### src/rtl/pc_gen_pkg.sv
// Shared types and defaults for the IF-stage program-counter generator.
// State encodings, default PC width and default reset vector.
package pc_gen_pkg;

  localparam int unsigned PC_WIDTH_DEF  = 32;
  localparam logic [31:0] RESET_VEC_DEF = 32'h0000_0000;

  typedef enum logic [1:0] {
    PCG_BOOT = 2'd0,
    PCG_RUN  = 2'd1,
    PCG_HALT = 2'd2
  } pcg_state_e;

endpackage

### src/rtl/pc_gen_next_sel.sv
// Next-PC / next-state priority mux for pc_gen (purely combinational).
// In: state, pc, redirect/halt/wake/stall/ready inputs. Out: next_pc, next_state, strobes.
module pc_gen_next_sel
  import pc_gen_pkg::*;
#(
  parameter int unsigned PC_WIDTH   = 32,
  parameter int unsigned STEP       = 4,
  parameter int unsigned ALIGN_BITS = 2
) (
  input  pcg_state_e          state,
  input  logic [PC_WIDTH-1:0] pc,
  input  logic                stall_i,
  input  logic                trap_valid_i,
  input  logic [PC_WIDTH-1:0] trap_pc_i,
  input  logic                br_valid_i,
  input  logic [PC_WIDTH-1:0] br_pc_i,
  input  logic                halt_i,
  input  logic                wake_i,
  input  logic                if_ready_i,
  output logic [PC_WIDTH-1:0] next_pc,
  output pcg_state_e          next_state,
  output logic                redirect,
  output logic                misalign
);

  localparam logic [PC_WIDTH-1:0] ALIGN_MASK =
    PC_WIDTH'((64'd1 << ALIGN_BITS) - 64'd1);

  logic [PC_WIDTH-1:0] trap_tgt;
  logic                br_ok;

  assign trap_tgt = trap_pc_i & ~ALIGN_MASK;
  assign br_ok    = (br_pc_i & ALIGN_MASK) == '0;

  always_comb begin
    next_pc    = pc;
    next_state = state;
    redirect   = 1'b0;
    misalign   = 1'b0;
    case (state)
      PCG_BOOT: next_state = PCG_RUN;
      PCG_RUN: begin
        if (trap_valid_i) begin
          next_pc  = trap_tgt;
          redirect = 1'b1;
        end else if (br_valid_i && br_ok) begin
          next_pc  = br_pc_i;
          redirect = 1'b1;
        end else if (br_valid_i) begin
          // Bad target is dropped; a concurrent halt still lands.
          misalign = 1'b1;
          if (halt_i) next_state = PCG_HALT;
        end else if (halt_i) begin
          next_state = PCG_HALT;
        end else if (!stall_i && if_ready_i) begin
          next_pc = pc + PC_WIDTH'(STEP);
        end
      end
      PCG_HALT: begin
        if (trap_valid_i) begin
          next_pc    = trap_tgt;
          next_state = PCG_RUN;
          redirect   = 1'b1;
        end else if (wake_i) begin
          next_state = PCG_RUN;
        end
      end
      default: next_state = PCG_BOOT;
    endcase
  end

endmodule

### src/rtl/pc_gen.sv
// IF-stage program-counter generator: state, PC and pulse registers.
// Ports: redirect/halt/wake/stall in; fetch request (if_valid_o/if_pc_o) and debug pulses out.
module pc_gen
  import pc_gen_pkg::*;
#(
  parameter int unsigned         PC_WIDTH   = PC_WIDTH_DEF,
  parameter logic [PC_WIDTH-1:0] RESET_VEC  = PC_WIDTH'(RESET_VEC_DEF),
  parameter int unsigned         STEP       = 4,
  parameter int unsigned         ALIGN_BITS = 2
) (
  input  logic                clk,
  input  logic                rst_n,
  input  logic                stall_i,
  input  logic                trap_valid_i,
  input  logic [PC_WIDTH-1:0] trap_pc_i,
  input  logic                br_valid_i,
  input  logic [PC_WIDTH-1:0] br_pc_i,
  input  logic                halt_i,
  input  logic                wake_i,
  input  logic                if_ready_i,
  output logic                if_valid_o,
  output logic [PC_WIDTH-1:0] if_pc_o,
  output logic                redirect_o,
  output logic                br_misalign_o,
  output logic [1:0]          state_o
);

  pcg_state_e          state;
  pcg_state_e          next_state;
  logic [PC_WIDTH-1:0] pc;
  logic [PC_WIDTH-1:0] next_pc;
  logic                redirect;
  logic                misalign;

  pc_gen_next_sel #(
    .PC_WIDTH   (PC_WIDTH),
    .STEP       (STEP),
    .ALIGN_BITS (ALIGN_BITS)
  ) u_sel (
    .state        (state),
    .pc           (pc),
    .stall_i      (stall_i),
    .trap_valid_i (trap_valid_i),
    .trap_pc_i    (trap_pc_i),
    .br_valid_i   (br_valid_i),
    .br_pc_i      (br_pc_i),
    .halt_i       (halt_i),
    .wake_i       (wake_i),
    .if_ready_i   (if_ready_i),
    .next_pc      (next_pc),
    .next_state   (next_state),
    .redirect     (redirect),
    .misalign     (misalign)
  );

  always_ff @(posedge clk or negedge rst_n) begin
    if (!rst_n) begin
      state         <= PCG_BOOT;
      pc            <= RESET_VEC;
      redirect_o    <= 1'b0;
      br_misalign_o <= 1'b0;
    end else begin
      state         <= next_state;
      pc            <= next_pc;
      redirect_o    <= redirect;
      br_misalign_o <= misalign;
    end
  end

  // Combinational from stall_i so a stall kills the request same cycle.
  assign if_valid_o = (state == PCG_RUN) && !stall_i;
  assign if_pc_o    = pc;
  assign state_o    = state;

endmodule
### config.mk
export PLATFORM = sky130hd
export DESIGN_NAME = pc_gen
export DESIGN_NICKNAME = d
export VERILOG_FILES = /design/src/rtl/pc_gen_pkg.sv /design/src/rtl/pc_gen_next_sel.sv /design/src/rtl/pc_gen.sv
export SDC_FILE = /design/constraint.sdc
export NUM_CORES = 1
export LEC_CHECK = 0
export CORE_MARGIN = 4
export CORE_UTILIZATION = 44
export CTS_CLUSTER_SIZE = 25
export DETAILED_ROUTE_END_ITERATION = 6
export GPL_TIMING_DRIVEN = 1
export MAX_ROUTING_LAYER = met4
export PLACE_DENSITY = 0.89
export SLEW_MARGIN = 20
export SYNTH_ARGS = -nofsm -noshare
export SYNTH_HDL_FRONTEND = slang
export SYNTH_SLANG_ARGS = --single-unit
### constraint.sdc
create_clock -name clk -period 2.3 [get_ports clk]
set_input_delay 0.46 -clock clk [delete_from_list [all_inputs] [get_ports clk]]
set_output_delay 0.46 -clock clk [all_outputs]
set_load 0.02 [all_outputs]
# --- After elaboration in Yosys (flattened, before gate mapping) ---
# Index checks and enable logic that the tools add are counted.
totals:
  input_bits: 72
  out_inout_bits: 37
  ff_bits: 36
  wordCells: 45
op_classes:
  n_addsub: 1
  n_eq_ne: 10
  n_reduce_logical: 9
  n_mux: 21
ops:
  columns: ["operator", "count"]
  rows:
  - ["2-to-1 mux 32 bit", 6]
  - ["case mux 32 bit (2 select lines)", 1]
  - ["adder 32 x 3 -> 32 bit (second input constant)", 1]
  - ["zero test 32 bit", 1]
  - ["2-to-1 mux 2 bit", 5]
  - ["!= test 2 bit (second input constant)", 4]
  - ["!= test 4 x 3 -> 1 bit (second input constant)", 2]
  - ["2-to-1 mux 1 bit", 7]
  - ["case mux 2 bit (3 select lines)", 1]
  - ["AND reduction 5 bit", 1]
  - ["!= test 4 x 2 -> 1 bit (second input constant)", 1]
  - ["AND reduction 4 bit", 1]
  - ["logical AND 1 bit", 3]
  - ["!= test 3 bit (second input constant)", 1]
  - ["== test 2 x 1 -> 1 bit (second input constant)", 1]
  - ["== test 2 bit (second input constant)", 1]
  - ["zero test 2 bit", 1]
  - ["case mux 1 bit (2 select lines)", 1]
  - ["nonzero test 2 bit", 1]
  - ["zero test 1 bit", 1]

# --- Logic depth before layout (Yosys ltp) ---
depth:
  word_depth: 8
  depth_mapped: 10

# --- Hierarchy ---
# From an unflattened synthesis, not the netlist that was laid out.
unflattened:
  cells_unflattened: 369
  hier_area_um2: 3046.7
modules_own_cells:
  columns: ["mod", "area_each_um2", "cells_each", "instances"]
  rows:
  - ["pc_gen_next_sel", 2133.3, 332, 1]
  - ["pc_gen", 913.4, 37, 1]

# --- Least setup slack after synthesis ---
# No wires, ideal clock.
synth_path:
  path_kind: "reg2reg"
  from: "reg state[0] (netlist: state_o[0])"
  to: "reg pc[27] (netlist: if_pc_o[27])"
  path_slack_ps: 41
  arrival_ps: 2121
  stages_incl_launch_ff: 10
  period_less_slack_ps: 2259
  n_path_buf: 2
  path_cell_list: "dfrtp_1 > inv_1 > ha_1 > clkbuf_1 > or2_2 > o311ai_2 > nor2_1 > clkbuf_1 > a222oi_1 > o21ai_0"
synth_between:
  elab_chain_cells: 3
  elab_cells_between_ends: 9
synth_lines:
  columns: ["element", "line", "source"]
  rows:
  - ["start, declared", "pc_gen.sv:28", "pcg_state_e state;"]
  - ["start signal, assigned", "pc_gen.sv:63", "state <= next_state;"]
  - ["== test 2 x 1 -> 1 bit or == test 2 bit (tied branches)", "pc_gen_next_sel.sv:40", "case (state)"]
  - ["!= test 4 x 2 -> 1 bit (no line), or another cell as far along", null, null]
  - ["AND reduction 5 bit (no line)", null, null]
  - ["end signal, assigned", "pc_gen.sv:64", "pc <= next_pc;"]
  - ["end, declared", "pc_gen.sv:30", "logic [PC_WIDTH-1:0] pc;"]
# Parallel ways exist; a longest one is shown, timed or not.
# A chain may end at the register's enable or synchronous reset.

# --- Final worst setup path ---
layout_path:
  from: "in br_valid_i"
  to: "reg pc[25] (netlist: if_pc_o[25])"
layout_between:
  elab_chain_cells: 4
  elab_cells_between_ends: 8
layout_lines:
  columns: ["element", "line", "source"]
  rows:
  - ["start, declared", "pc_gen.sv:16", "input logic br_valid_i,"]
  - ["logical AND 1 bit", "pc_gen_next_sel.sv:46", "end else if (br_valid_i && br_ok) begin"]
  - ["2-to-1 mux 32 bit", "pc_gen_next_sel.sv:46", null]
  - ["2-to-1 mux 32 bit", "pc_gen_next_sel.sv:43", "if (trap_valid_i) begin"]
  - ["case mux 32 bit (2 select lines)", "pc_gen_next_sel.sv:40", null]
# Parallel ways exist; a longest one is shown, timed or not.

==> flow_metrics.tcl <==
set metrics [dict create \
    outcome "finished clean" \
    ys_ff_latch 36 \
    finalCritPeriodShare 0.954 \
    cp.required_ps 2460 \
    avgSynthCellArea_um2 8.02 \
    vdd_drop_max_v 0.000644 \
    fin_util 0.728 \
    holdBufCountCts 0 \
    syn_area_um2 2650 \
    tightest_slew_ps 840 \
    start_util 0.466 \
    hold_class "in2async" \
    fmax_ghz 0.456 \
    clk_latency_ps 300 \
    syn-num-nets 407 \
    hold_viol_final 0 \
    grt_util_all_layers 0.272 \
    reg2reg_from "if_pc_o[5]$_DFFE_PN0P_" \
    async_flop_share 1.00 \
    p_leak_nw 1.63 \
    cts_max_level 2 \
    cpPeakStageDelay_ps 480 \
    ant_nets 0 \
    ff2ff_setup_slack_ps 140 \
    die_w_um 85.6 \
    grt_overflow 0 \
    cts_tree "done" \
    crit_type "in2reg" \
    synth-simple-area-share 0.291 \
    yosysSeqAreaShare 0.340 \
    drive_gt1_frac 0.133 \
    placed_area_um2 4030 \
    synth_ff_type "dfrtp_1" \
    io_pins 109 \
    start_kind "primary input" \
    cap_violations 0 \
    cts_sinks 36 \
    clk_pin_slew_ps 70 \
    p_per_area_nw_per_um2 1060 \
    synth_compound_area_frac 0.246 \
    final_max_slew_viol_count 0 \
    min_period_ps 2190 \
    place_hpwl_um 7240 \
    fin_skew_ps 4.98 \
    route.detailed.drc 0 \
    slowest_stage "clkdlybuf4s50_1" \
    path_cells "clkdlybuf4s50_1, nor3b_2, buf_4, o311ai_4, nor2_1, buf_4, a222oi_1, nand3_1" \
    setup_viol_count_final 0 \
    yosys.area_share.xor_xnor 0.0331 \
    nets 534 \
    drt-total-wl_um 9680 \
    grt_pass1_wl_um 15600 \
    power.total_mw 4.40 \
    synthDistinctLibCells 54 \
    ys_warn_count 0 \
    die_y_um 85.6 \
    wl_per_cell_um 18.3 \
    synth_cells 330 \
    synth_edf_count 0 \
    synthAdderAreaFrac 0.0236 \
    num_antenna_cells 0 \
    syn2layout_area_growth_pct 56.1 \
    vias 3270 \
    critPathCaptureType "register" \
    cts_buffers 5 \
    clk_path_buf_depth 2 \
    cp_max_fo 8 \
    post-cts-setup-buffers 0 \
    fin_area_um2 4130 \
    rows 27 \
    synthMuxAreaShare 0.0203 \
    critPathLaunch "br_valid_i" \
    port_buffers 106 \
    grt_max_degree 37 \
    clockRootBuffer "clkbuf_8" \
    drt_iter0_markers 406 \
    worst_ep_arrival_time_ps 2350 \
    cp_common_cell "buf_4" \
    grt_pass1_vias 3156 \
    die_area_um2 7320 \
    dr.pass1.iters 5 \
    coreArea_um2 5680 \
    viasPerCell 6.18 \
    relSlewSlack 0.440 \
    antenna_found_initial 0 \
    gp_congestion 0.949 \
    synth_top_family_by_area "simple AND/OR/NAND/NOR gates" \
]
[cells in the mapped netlist, types with 5 or more instances]
cell type | number | area share
nand4_1 | 12 | 0.028
clkbuf_1 | 22 | 0.031
and3_1 | 7 | 0.017
a31oi_1 | 6 | 0.014
a21oi_1 | 15 | 0.028
dfrtp_1 | 36 | 0.34
nor2_1 | 28 | 0.040
o211ai_1 | 6 | 0.017
nand3_1 | 21 | 0.040
nor3_1 | 8 | 0.015
and4_1 | 5 | 0.017
xnor2_1 | 7 | 0.023
o21ai_0 | 31 | 0.059
a222oi_1 | 6 | 0.023
inv_1 | 8 | 0.011
nand2_1 | 35 | 0.050
ha_1 | 5 | 0.024
[final timing paths]
| kind | depth (start not counted) | endpoint |
|---|---|---|
| worst max-delay path | 8 | if_pc_o[25]$_DFFE_PN0P_ |
| worst min-delay path | 1 | state_o[1]$_DFFE_PN0P_ |
| worst max register to register | 5 | if_pc_o[29]$_DFFE_PN0P_ |
| worst min register to register | 1 | if_pc_o[0]$_DFFE_PN0P_ |
| max in group asynchronous | 1 | state_o[0]$_DFFE_PN0P_ |
| min in group clk | 1 | if_pc_o[0]$_DFFE_PN0P_ |
[logic make-up after synthesis]
logic type / Yosys count
AO/OA/AOI/OAI: 96
XOR/XNOR: 10
adder cells (fa/ha/maj): 5
buffers and inverters: 32
flip-flops: 36
multiplexers: 5
AND/OR/NAND/NOR: 146
[stage by stage]
step / instances / TNS (ps) / setup WS, ps / hold WS (ps)
2_1_floorplan: 330 / 0 / 40.8 / 164
3_3_place_gp: 522 / -665 / -104 / 474
3_5_place_dp: 522 / -868 / -124 / 493
4_1_cts: 529 / 0 / 118 / 286
5_1_grt: 529 / -8.11 / -8.11 / 323
6_report: 529 / 0 / 105 / 252
[cells in the final DEF, fill, tap and decap left out, types with 5 or more instances in the layout]
| cell type | synthesis | routed |
|---|---|---|
| a21oi_1 | 15 | 15 |
| a222oi_1 | 6 | 6 |
| a31oi_1 | 6 | 6 |
| and3_1 | 7 | 7 |
| and4_1 | 5 | 5 |
| buf_4 | 0 | 35 |
| clkbuf_8 | 0 | 7 |
| clkdlybuf4s50_1 | 0 | 104 |
| dfrtp_1 | 36 | 35 |
| inv_1 | 8 | 8 |
| nand2_1 | 35 | 35 |
| nand3_1 | 21 | 21 |
| nand4_1 | 12 | 12 |
| nor2_1 | 28 | 28 |
| nor3_1 | 8 | 8 |
| o211ai_1 | 6 | 6 |
| o21ai_0 | 31 | 31 |
| xnor2_1 | 7 | 7 |
[metal layers]
| layer | wire length [um] | track usage |
|---|---|---|
| met1 | 3910 | 0.349 |
| met2 | 4610 | 0.431 |
| met3 | 946 | 0.0548 |
| met4 | 212 | 0.0892 |
| met5 | 0 | - |
[where the power goes]
group          switching, mW  total (mW)  internal (mW)
combinational           1.39        2.66           1.27
sequential             0.331        1.24          0.904
clock                  0.236       0.503          0.267
[sequential cells by signal (all words and copies together) (netlist names)]
| register | count |
|---|---|
| if_pc_o | 32 |
| state_o | 2 |
| br_misalign_o | 1 |
| redirect_o | 1 |
[layout make-up]
type	instances	area, um^2
Inverter	8	30.0
Fill cell	405	1540
Sequential cell	36	902
Timing Repair Buffer	144	1380
Tap cell	72	90.1
Multi-Input combinational cell	262	1640
Clock buffer	7	96.3
[critical path: cells and delay by family]
| family | cells | cell delay [ps] |
|---|---|---|
| AND/OR/NAND/NOR | 3 | 430 |
| buffers and inverters | 3 | 820 |
| AO/OA/AOI/OAI | 2 | 640 |
[what timing repair did]
action,4_1_cts,5_1_grt
pin swaps,0,0
setup endpoints to repair,1,8
gates resized for setup,1,2
Power figures use the tool's default switching activity.
